[src/rtl/cp0_exc_handler_pkg.sv]
// Shared CP0 definitions: exception type codes, CP0 register addresses and
// Status/Cause bit positions, plus a small classification helper.
package cp0_exc_handler_pkg;

  typedef enum logic [4:0] {
    EXC_INT         = 5'd0,
    EXC_MOD         = 5'd1,
    EXC_TLBL        = 5'd2,
    EXC_TLBS        = 5'd3,
    EXC_ADEL        = 5'd4,
    EXC_ADES        = 5'd5,
    EXC_IBE         = 5'd6,
    EXC_DBE         = 5'd7,
    EXC_SYS         = 5'd8,
    EXC_BP          = 5'd9,
    EXC_RI          = 5'd10,
    EXC_CPU         = 5'd11,
    EXC_OV          = 5'd12,
    EXC_TR          = 5'd13,
    EXC_ADDR_ERR_IF = 5'd30,
    EXC_ERET        = 5'd31
  } exception_type_e;

  localparam logic [4:0] CP0_ADDR_BADVADDR = 5'd8;
  localparam logic [4:0] CP0_ADDR_COUNT    = 5'd9;
  localparam logic [4:0] CP0_ADDR_COMPARE  = 5'd11;
  localparam logic [4:0] CP0_ADDR_STATUS   = 5'd12;
  localparam logic [4:0] CP0_ADDR_CAUSE    = 5'd13;
  localparam logic [4:0] CP0_ADDR_EPC      = 5'd14;

  localparam int unsigned STATUS_IE_BIT  = 32'd0;
  localparam int unsigned STATUS_EXL_BIT = 32'd1;
  localparam int unsigned STATUS_IM_LO   = 32'd8;
  localparam int unsigned STATUS_IM_HI   = 32'd15;
  localparam int unsigned STATUS_BEV_BIT = 32'd22;

  localparam int unsigned CAUSE_EXC_LO   = 32'd2;
  localparam int unsigned CAUSE_EXC_HI   = 32'd6;
  localparam int unsigned CAUSE_IPSW_LO  = 32'd8;
  localparam int unsigned CAUSE_IPSW_HI  = 32'd9;
  localparam int unsigned CAUSE_IPHW_LO  = 32'd10;
  localparam int unsigned CAUSE_IPHW_HI  = 32'd15;
  localparam int unsigned CAUSE_BD_BIT   = 32'd31;

  // Address-error exceptions are the only ones that capture BadVAddr.
  function automatic logic is_addr_err(input logic [4:0] code);
    logic r;
    r = 1'b0;
    case (code)
      EXC_ADEL, EXC_ADES, EXC_ADDR_ERR_IF: r = 1'b1;
      default:                             r = 1'b0;
    endcase
    return r;
  endfunction

endpackage

[src/rtl/cp0_exc_handler_if.sv]
// Commit-side bus into CP0: exception/ERET event plus mtc0 write and mfc0
// read ports. master = pipeline side, slave = CP0 side.
interface cp0_exc_handler_if;
  logic        exc_valid;
  logic [4:0]  exc_type;
  logic [31:0] exc_pc;
  logic        exc_is_ds;
  logic [31:0] exc_badvaddr;
  logic        mtc0_we;
  logic [4:0]  mtc0_addr;
  logic [31:0] mtc0_wdata;
  logic [4:0]  mfc0_addr;
  logic [31:0] mfc0_rdata;

  modport master (
    output exc_valid, exc_type, exc_pc, exc_is_ds, exc_badvaddr,
    output mtc0_we, mtc0_addr, mtc0_wdata, mfc0_addr,
    input  mfc0_rdata
  );

  modport slave (
    input  exc_valid, exc_type, exc_pc, exc_is_ds, exc_badvaddr,
    input  mtc0_we, mtc0_addr, mtc0_wdata, mfc0_addr,
    output mfc0_rdata
  );
endinterface

[src/rtl/cp0_exc_handler_timer.sv]
// cp0_timer: Count/Compare timer. Count advances once every two clocks via
// a tick toggle; counter_int latches on Count == Compare and is cleared
// only by a Compare write. Instantiated only when CP0_TIMER_INT_EN is set.
module cp0_timer (
  input  logic        clk,
  input  logic        rst,
  input  logic        count_we_i,
  input  logic        compare_we_i,
  input  logic [31:0] wdata_i,
  output logic [31:0] count_o,
  output logic [31:0] compare_o,
  output logic        counter_int_o
);

  logic [31:0] count_q, count_d;
  logic [31:0] compare_q, compare_d;
  logic        tick_q, tick_d;
  logic        int_q, int_d;

  // Next-state: Count load clears the tick; Compare write beats a match.
  always_comb begin
    count_d   = count_q;
    tick_d    = ~tick_q;
    compare_d = compare_q;
    int_d     = int_q;
    if (count_we_i) begin
      count_d = wdata_i;
      tick_d  = 1'b0;
    end else if (tick_q) begin
      count_d = count_q + 32'd1;
    end else begin
      count_d = count_q;
    end
    if (compare_we_i) begin
      compare_d = wdata_i;
      int_d     = 1'b0;
    end else if (count_q == compare_q) begin
      int_d = 1'b1;
    end else begin
      int_d = int_q;
    end
  end

  // Timer state register with synchronous reset.
  always_ff @(posedge clk) begin
    if (rst) begin
      count_q   <= 32'd0;
      compare_q <= 32'd0;
      tick_q    <= 1'b0;
      int_q     <= 1'b0;
    end else begin
      count_q   <= count_d;
      compare_q <= compare_d;
      tick_q    <= tick_d;
      int_q     <= int_d;
    end
  end

  assign count_o       = count_q;
  assign compare_o     = compare_q;
  assign counter_int_o = int_q;

endmodule

[src/rtl/cp0_exc_handler.sv]
// cp0_exc_handler: CP0 exception state (Status, Cause, EPC, BadVAddr) with
// mtc0/mfc0 access. An exception/ERET event in the same cycle as an mtc0
// drops the write. Optional Count/Compare timer under macro CP0_TIMER_INT_EN;
// without it Count/Compare read 0 and counter_int is tied low.
module cp0_exc_handler
  import cp0_exc_handler_pkg::*;
(
  input  logic               clk,
  input  logic               rst,
  input  logic [5:0]         ext_int_i,
  cp0_exc_handler_if.slave   bus,
  output logic [31:0]        epc_o,
  output logic               status_ie_o,
  output logic               status_exl_o,
  output logic [5:0]         status_im_o,
  output logic [1:0]         status_im_sw_o,
  output logic [1:0]         cause_ip_sw_o,
  output logic               counter_int_o
);

  logic [31:0] badvaddr_q, badvaddr_d;
  logic [31:0] epc_q, epc_d;
  logic [7:0]  status_im_q, status_im_d;
  logic        status_exl_q, status_exl_d;
  logic        status_ie_q, status_ie_d;
  logic        cause_bd_q, cause_bd_d;
  logic [5:0]  cause_iphw_q, cause_iphw_d;
  logic [1:0]  cause_ipsw_q, cause_ipsw_d;
  logic [4:0]  cause_exc_q, cause_exc_d;

  logic [31:0] count_s;
  logic [31:0] compare_s;
  logic        counter_int_s;
  logic [31:0] status_rd_s;
  logic [31:0] cause_rd_s;
  logic [31:0] rdata_s;
  logic        unused_ext_int_s;

  // ext_int[5] is shared with the timer interrupt slot and is not sampled.
  assign unused_ext_int_s = ext_int_i[5];

`ifdef CP0_TIMER_INT_EN
  logic count_we_s;
  logic compare_we_s;

  assign count_we_s   = bus.mtc0_we && !bus.exc_valid && (bus.mtc0_addr == CP0_ADDR_COUNT);
  assign compare_we_s = bus.mtc0_we && !bus.exc_valid && (bus.mtc0_addr == CP0_ADDR_COMPARE);

  cp0_timer u_timer (
    .clk           (clk),
    .rst           (rst),
    .count_we_i    (count_we_s),
    .compare_we_i  (compare_we_s),
    .wdata_i       (bus.mtc0_wdata),
    .count_o       (count_s),
    .compare_o     (compare_s),
    .counter_int_o (counter_int_s)
  );
`else
  assign count_s       = 32'd0;
  assign compare_s     = 32'd0;
  assign counter_int_s = 1'b0;
`endif

  // Next-state: exception/ERET has priority over mtc0; hw IP sampled always.
  always_comb begin
    badvaddr_d   = badvaddr_q;
    epc_d        = epc_q;
    status_im_d  = status_im_q;
    status_exl_d = status_exl_q;
    status_ie_d  = status_ie_q;
    cause_bd_d   = cause_bd_q;
    cause_ipsw_d = cause_ipsw_q;
    cause_exc_d  = cause_exc_q;
    cause_iphw_d = {counter_int_s, ext_int_i[4:0]};
    if (bus.exc_valid) begin
      if (bus.exc_type == EXC_ERET) begin
        status_exl_d = 1'b0;
      end else begin
        cause_exc_d  = bus.exc_type;
        status_exl_d = 1'b1;
        if (!status_exl_q) begin
          epc_d      = bus.exc_is_ds ? (bus.exc_pc - 32'd4) : bus.exc_pc;
          cause_bd_d = bus.exc_is_ds;
        end else begin
          epc_d      = epc_q;
          cause_bd_d = cause_bd_q;
        end
        if (is_addr_err(bus.exc_type)) begin
          badvaddr_d = bus.exc_badvaddr;
        end else begin
          badvaddr_d = badvaddr_q;
        end
      end
    end else if (bus.mtc0_we) begin
      case (bus.mtc0_addr)
        CP0_ADDR_BADVADDR: badvaddr_d = bus.mtc0_wdata;
        CP0_ADDR_STATUS: begin
          status_im_d  = bus.mtc0_wdata[STATUS_IM_HI:STATUS_IM_LO];
          status_exl_d = bus.mtc0_wdata[STATUS_EXL_BIT];
          status_ie_d  = bus.mtc0_wdata[STATUS_IE_BIT];
        end
        CP0_ADDR_CAUSE:  cause_ipsw_d = bus.mtc0_wdata[CAUSE_IPSW_HI:CAUSE_IPSW_LO];
        CP0_ADDR_EPC:    epc_d = bus.mtc0_wdata;
        default:         badvaddr_d = badvaddr_q;
      endcase
    end else begin
      badvaddr_d = badvaddr_q;
    end
  end

  // CP0 state register; a reset cycle discards any concurrent update.
  always_ff @(posedge clk) begin
    if (rst) begin
      badvaddr_q   <= 32'd0;
      epc_q        <= 32'd0;
      status_im_q  <= 8'd0;
      status_exl_q <= 1'b0;
      status_ie_q  <= 1'b0;
      cause_bd_q   <= 1'b0;
      cause_iphw_q <= 6'd0;
      cause_ipsw_q <= 2'd0;
      cause_exc_q  <= 5'd0;
    end else begin
      badvaddr_q   <= badvaddr_d;
      epc_q        <= epc_d;
      status_im_q  <= status_im_d;
      status_exl_q <= status_exl_d;
      status_ie_q  <= status_ie_d;
      cause_bd_q   <= cause_bd_d;
      cause_iphw_q <= cause_iphw_d;
      cause_ipsw_q <= cause_ipsw_d;
      cause_exc_q  <= cause_exc_d;
    end
  end

  // Assemble architectural Status/Cause words; BEV is hardwired to 1.
  always_comb begin
    status_rd_s                              = 32'd0;
    status_rd_s[STATUS_BEV_BIT]              = 1'b1;
    status_rd_s[STATUS_IM_HI:STATUS_IM_LO]   = status_im_q;
    status_rd_s[STATUS_EXL_BIT]              = status_exl_q;
    status_rd_s[STATUS_IE_BIT]               = status_ie_q;
    cause_rd_s                               = 32'd0;
    cause_rd_s[CAUSE_BD_BIT]                 = cause_bd_q;
    cause_rd_s[CAUSE_IPHW_HI:CAUSE_IPHW_LO]  = cause_iphw_q;
    cause_rd_s[CAUSE_IPSW_HI:CAUSE_IPSW_LO]  = cause_ipsw_q;
    cause_rd_s[CAUSE_EXC_HI:CAUSE_EXC_LO]    = cause_exc_q;
  end

  // Combinational mfc0 read mux; unimplemented addresses read zero.
  always_comb begin
    rdata_s = 32'd0;
    case (bus.mfc0_addr)
      CP0_ADDR_BADVADDR: rdata_s = badvaddr_q;
      CP0_ADDR_COUNT:    rdata_s = count_s;
      CP0_ADDR_COMPARE:  rdata_s = compare_s;
      CP0_ADDR_STATUS:   rdata_s = status_rd_s;
      CP0_ADDR_CAUSE:    rdata_s = cause_rd_s;
      CP0_ADDR_EPC:      rdata_s = epc_q;
      default:           rdata_s = 32'd0;
    endcase
  end

  assign bus.mfc0_rdata = rdata_s;
  assign epc_o          = epc_q;
  assign status_ie_o    = status_ie_q;
  assign status_exl_o   = status_exl_q;
  assign status_im_o    = status_im_q[7:2];
  assign status_im_sw_o = status_im_q[1:0];
  assign cause_ip_sw_o  = cause_ipsw_q;
  assign counter_int_o  = counter_int_s;

endmodule

[src/flat_wrapper.sv]
// flat-port wrapper written by rule: the top's interface ports become plain ports
module cp0_exc_handler_flat import cp0_exc_handler_pkg::*;
  (clk, rst, ext_int_i, epc_o, status_ie_o, status_exl_o, status_im_o, status_im_sw_o, cause_ip_sw_o, counter_int_o, bus_exc_valid, bus_exc_type, bus_exc_pc, bus_exc_is_ds, bus_exc_badvaddr, bus_mtc0_we, bus_mtc0_addr, bus_mtc0_wdata, bus_mfc0_addr, bus_mfc0_rdata);
  cp0_exc_handler_if bus_i ();
  input  logic clk;
  input  logic rst;
  input  logic [5:0] ext_int_i;
  output logic [31:0] epc_o;
  output logic status_ie_o;
  output logic status_exl_o;
  output logic [5:0] status_im_o;
  output logic [1:0] status_im_sw_o;
  output logic [1:0] cause_ip_sw_o;
  output logic counter_int_o;
  input wire logic [$bits(bus_i.exc_valid)-1:0] bus_exc_valid;
  input wire logic [$bits(bus_i.exc_type)-1:0] bus_exc_type;
  input wire logic [$bits(bus_i.exc_pc)-1:0] bus_exc_pc;
  input wire logic [$bits(bus_i.exc_is_ds)-1:0] bus_exc_is_ds;
  input wire logic [$bits(bus_i.exc_badvaddr)-1:0] bus_exc_badvaddr;
  input wire logic [$bits(bus_i.mtc0_we)-1:0] bus_mtc0_we;
  input wire logic [$bits(bus_i.mtc0_addr)-1:0] bus_mtc0_addr;
  input wire logic [$bits(bus_i.mtc0_wdata)-1:0] bus_mtc0_wdata;
  input wire logic [$bits(bus_i.mfc0_addr)-1:0] bus_mfc0_addr;
  output wire logic [$bits(bus_i.mfc0_rdata)-1:0] bus_mfc0_rdata;
  assign bus_i.exc_valid = bus_exc_valid;
  assign bus_i.exc_type = bus_exc_type;
  assign bus_i.exc_pc = bus_exc_pc;
  assign bus_i.exc_is_ds = bus_exc_is_ds;
  assign bus_i.exc_badvaddr = bus_exc_badvaddr;
  assign bus_i.mtc0_we = bus_mtc0_we;
  assign bus_i.mtc0_addr = bus_mtc0_addr;
  assign bus_i.mtc0_wdata = bus_mtc0_wdata;
  assign bus_i.mfc0_addr = bus_mfc0_addr;
  assign bus_mfc0_rdata = bus_i.mfc0_rdata;
  cp0_exc_handler u_core (.clk(clk), .rst(rst), .ext_int_i(ext_int_i), .bus(bus_i), .epc_o(epc_o), .status_ie_o(status_ie_o), .status_exl_o(status_exl_o), .status_im_o(status_im_o), .status_im_sw_o(status_im_sw_o), .cause_ip_sw_o(cause_ip_sw_o), .counter_int_o(counter_int_o));
endmodule
[config.mk]
export PLATFORM = sky130hd
export DESIGN_NAME = cp0_exc_handler_flat
export DESIGN_NICKNAME = d
export VERILOG_FILES = /design/src/rtl/cp0_exc_handler_pkg.sv /design/src/rtl/cp0_exc_handler_if.sv /design/src/rtl/cp0_exc_handler_timer.sv /design/src/rtl/cp0_exc_handler.sv /design/src/flat_wrapper.sv
export SDC_FILE = /design/constraint.sdc
export NUM_CORES = 1
export LEC_CHECK = 0
export ABC_CLOCK_PERIOD_IN_PS = 3550
export BUFFER_PORTS_ARGS = -buffer_cell sky130_fd_sc_hd__clkbuf_2
export CAP_MARGIN = 20
export CORE_AREA = 2 2 112 114
export CTS_BUF_LIST = sky130_fd_sc_hd__clkbuf_2 sky130_fd_sc_hd__clkbuf_4 sky130_fd_sc_hd__clkbuf_8
export CTS_CLUSTER_SIZE = 25
export DETAILED_ROUTE_END_ITERATION = 16
export DIE_AREA = 0 0 114 116
export PLACE_DENSITY_LB_ADDON = 0.15
export RECOVER_POWER = 100
export SLEW_MARGIN = 10
export SYNTH_ARGS = -nofsm -noshare
export SYNTH_HDL_FRONTEND = slang
export SYNTH_SLANG_ARGS = --single-unit
[constraint.sdc]
create_clock -name clk -period 3.55 [get_ports clk]
set_clock_uncertainty 0.1 [all_clocks]
set_input_delay 0.71 -clock clk [delete_from_list [all_inputs] [get_ports clk]]
set_output_delay 0.71 -clock clk [all_outputs]
set_load 0.005 [all_outputs]
==> reports/results.ini <==
[run_status]
status = complete, no violations

[cells_and_area]
fin_area_um2 = 6072
drive_gt1_share_pct = 27.32
area_growth_pct = 28.15
n_antenna_cell = 0
fin_nets = 883

[global_route]
antenna_found_initial = 0
grt.overflow.total = 0
grt_use_total_pct = 24.29
grt_pass1_vias = 4869
grt_max_degree = 49
grt_pass1_wl_um = 24990

[place]
dpl.hpwl_um = 11750
port_buffers = 196
preCtsSetupSlack_ns = 0.3307
place_congestion = 0.8335
place_area_um2 = 5929

[yosys]
synth_area_um2 = 4738
synth-main-ff-cell = dfxtp_1
synth_area_leaders = dfxtp_1, mux2i_1, a211oi_1, nor2_1, nand2_1
avgSynthCellArea_um2 = 8.198
async_flop_share_pct = 0
ys_seq_elements = 87
yosysSeqAreaShare_pct = 36.76
synth_top_area_share_pct = 36.76
yosysWarnings = 0
ys_types = 52
synth_edf_count = 0
syn_nets = 701
yosysTopAreaCell = dfxtp_1
synthCells = 578

[clocking]
clock-root-buffer = clkbuf_8
cts_tree = built
htree_num_levels = 3
cts_setup_buffers = 0
cts_hold_buffers = 0
clock_path_buffers = 2
clk_latency_ns = 0.37
clkSlewWorstSetupHoldPaths_ns = 0.08
cts_sinks = 87
numCtsBuffers = 9
ctsResizeCount = 0

[route]
top_layer = met4
first_pass_iters = 5
drt-met1-wl_um = 6948
viasPerCell = 5.541
num_vias = 5053
drtAntennaViolNets = 0
drt_iter0_drc = 244
drt_wl_total_um = 16070
wl_per_cell_um = 17.62
dr_wl_met3_um = 1122
wl_met2_um = 7561
drc = 0

[die]
core_um2 = 11910
ioPinCount = 199
dieArea_um2 = 13220
die_y_um = 116
rows = 40
initial_core_util_pct = 39.78
die_x_um = 114

[sta]
period_minus_slack_ns = 3.299
slew_viol_final = 0
max_slew_margin_pct = 3.061
setup-tns-final_ns = 0
finalHoldViolCount = 0
finalCritPeriodShare_pct = 92.94
setup_ws_ns = 0.2508
rsz0062_at_grt = no
setup_violations = 0
max_freq_mhz = 303.1
tightest_slew_ns = 1.454

[power]
p_int_uw = 1547
switching_share_pct = 27.95
power.density_nw_per_um2 = 353.6
leakage_uw = 0.002571
pwr-share-comb_pct = 16.8
seq_power_share_pct = 49.4
pwr-share-clk_pct = 33.9
p_sw_uw = 600.1
peakVddDrop_mv = 0.1811

[worst_setup_path]
crit_path_start_kind = input pin
cp_common_cell = clkbuf_1
worstPathArrival_ns = 2.49
slowest_stage = or4b_2
worstSetupPathType = in2out
critPathMaxStageDelay_ns = 0.85
crit_family = simple AND/OR/NAND/NOR gates
cp-end-kind = primary output
critPathRequiredTime_ns = 2.74
path_cells = clkbuf_1 -> or4b_2 -> nor2_1 -> buf_12 -> a22oi_1 -> nand2_1 -> clkbuf_1
cp_max_fo = 19
cp_num_buf_inv = 3

[run]
cap_violations = 0

[min_path]
hold_path_class = reg2reg

==> area by class of cell <==
class                   count  area, µm²
clock buffers              11      151.4
well taps                 147      183.9
multi-input cells         437       2799
clock inverters             5      56.30
repair buffers            217       1110
flip-flops and latches     87       1742
inverters                   8      30.03
fillers                  1203       5839
==> worst register-to-register path, stage by stage, from the launching register on <==
cell      delay (ns)
dfxtp_1         0.43
inv_1           0.06
o211a_1         0.11
buf_4           0.20
nor2_1          0.24
clkbuf_2        0.56
a211o_1         0.19
a21oi_1         0.06
==> cells in the mapped netlist, drive strengths merged, types with 5 or more instances <==
master  count
a211o       9
a211oi     40
a21oi      38
a22o       15
a22oi      19
buf         8
clkbuf     38
dfxtp      87
inv         8
mux2i      39
nand2      55
nand3      23
nand4       7
nor2       69
nor2b      10
nor3       11
o211ai      5
o21ai      17
o221ai      8
or3         8
xnor2       7
xor2       16
==> per-layer routing <==
layer / GRT usage, % / vias up
met1: 31.62 / 2350
met4: 10.89 / 0
met5: 0 / -
li1: - / 2488
met2: 39.44 / 182
met3: 4.446 / 33
==> power by group through the flow <==
stage	logic, µW	clock network, µW	registers (µW)
floorplan	190	0	1080
global placement	360	0	1080
detailed placement	365	0	1080
CTS	368	745	1060
global route	402	787	1070
finish	361	727	1060
==> stage by stage <==
stage	hold slack [ns]	instances	util, %	total power, µW
after floorplan	0.3246	578	-	1265
after global placement	0.3647	896	49.78	1440
after detailed placement	0.3720	896	49.78	1447
after CTS	0.3840	912	51.52	2172
after global routing	0.4050	912	50.98	2255
final	0.3834	912	50.98	2147
==> cells in the final DEF (no fill, tap or decap), drive strengths merged, types with 4 or more instances in the layout <==
cell type  instances
o221ai             8
a22oi             19
clkbuf           209
o21ai             17
nand2             55
o211ai             5
dfxtp             87
nor4b              4
a211oi            40
xor2              16
a211o              9
nor3              11
xnor2              7
nand4              7
buf               19
mux2i             39
nor2b             10
inv                8
nand3             23
or3                8
a21oi             38
a22o              15
or4                4
nor2              69
==> state kept, by name, indices dropped and copies added, names as in the netlist <==
signal and flops:
u_core.badvaddr_q 32, u_core.cause_bd_q 1, u_core.cause_exc_q 5, u_core.cause_ip_sw_o 2, u_core.cause_iphw_q 5, u_core.epc_o 32, u_core.status_exl_o 1, u_core.status_ie_o 1
u_core.status_im_q 8
==> final timing paths <==
path                        endpoint  slack (ns)  cells past startpoint                 from
hold reg to reg      u_core.epc_o[5]        0.38                      2      u_core.epc_o[5]
hold / removal       u_core.epc_o[5]        0.38                      2      u_core.epc_o[5]
setup / recovery  bus_mfc0_rdata[31]        0.25                      7     bus_mfc0_addr[0]
setup reg to reg    u_core.epc_o[13]        1.44                      7  u_core.status_exl_o
==> kinds of logic after synthesis <==
group                      Yosys count  share of synthesized area (%)
and+or+nand+nor                    212                          22.34
AOI/OAI and AO/OA                  161                          23.61
DFF                                 87                          36.76
buffers and inverters               54                          4.463
muxes                               39                          8.239
xor gates and xnor gates            23                          4.251
adders and majority gates            1                         0.2640
other                                1                        0.07914
Power figures use the tool's default switching activity.
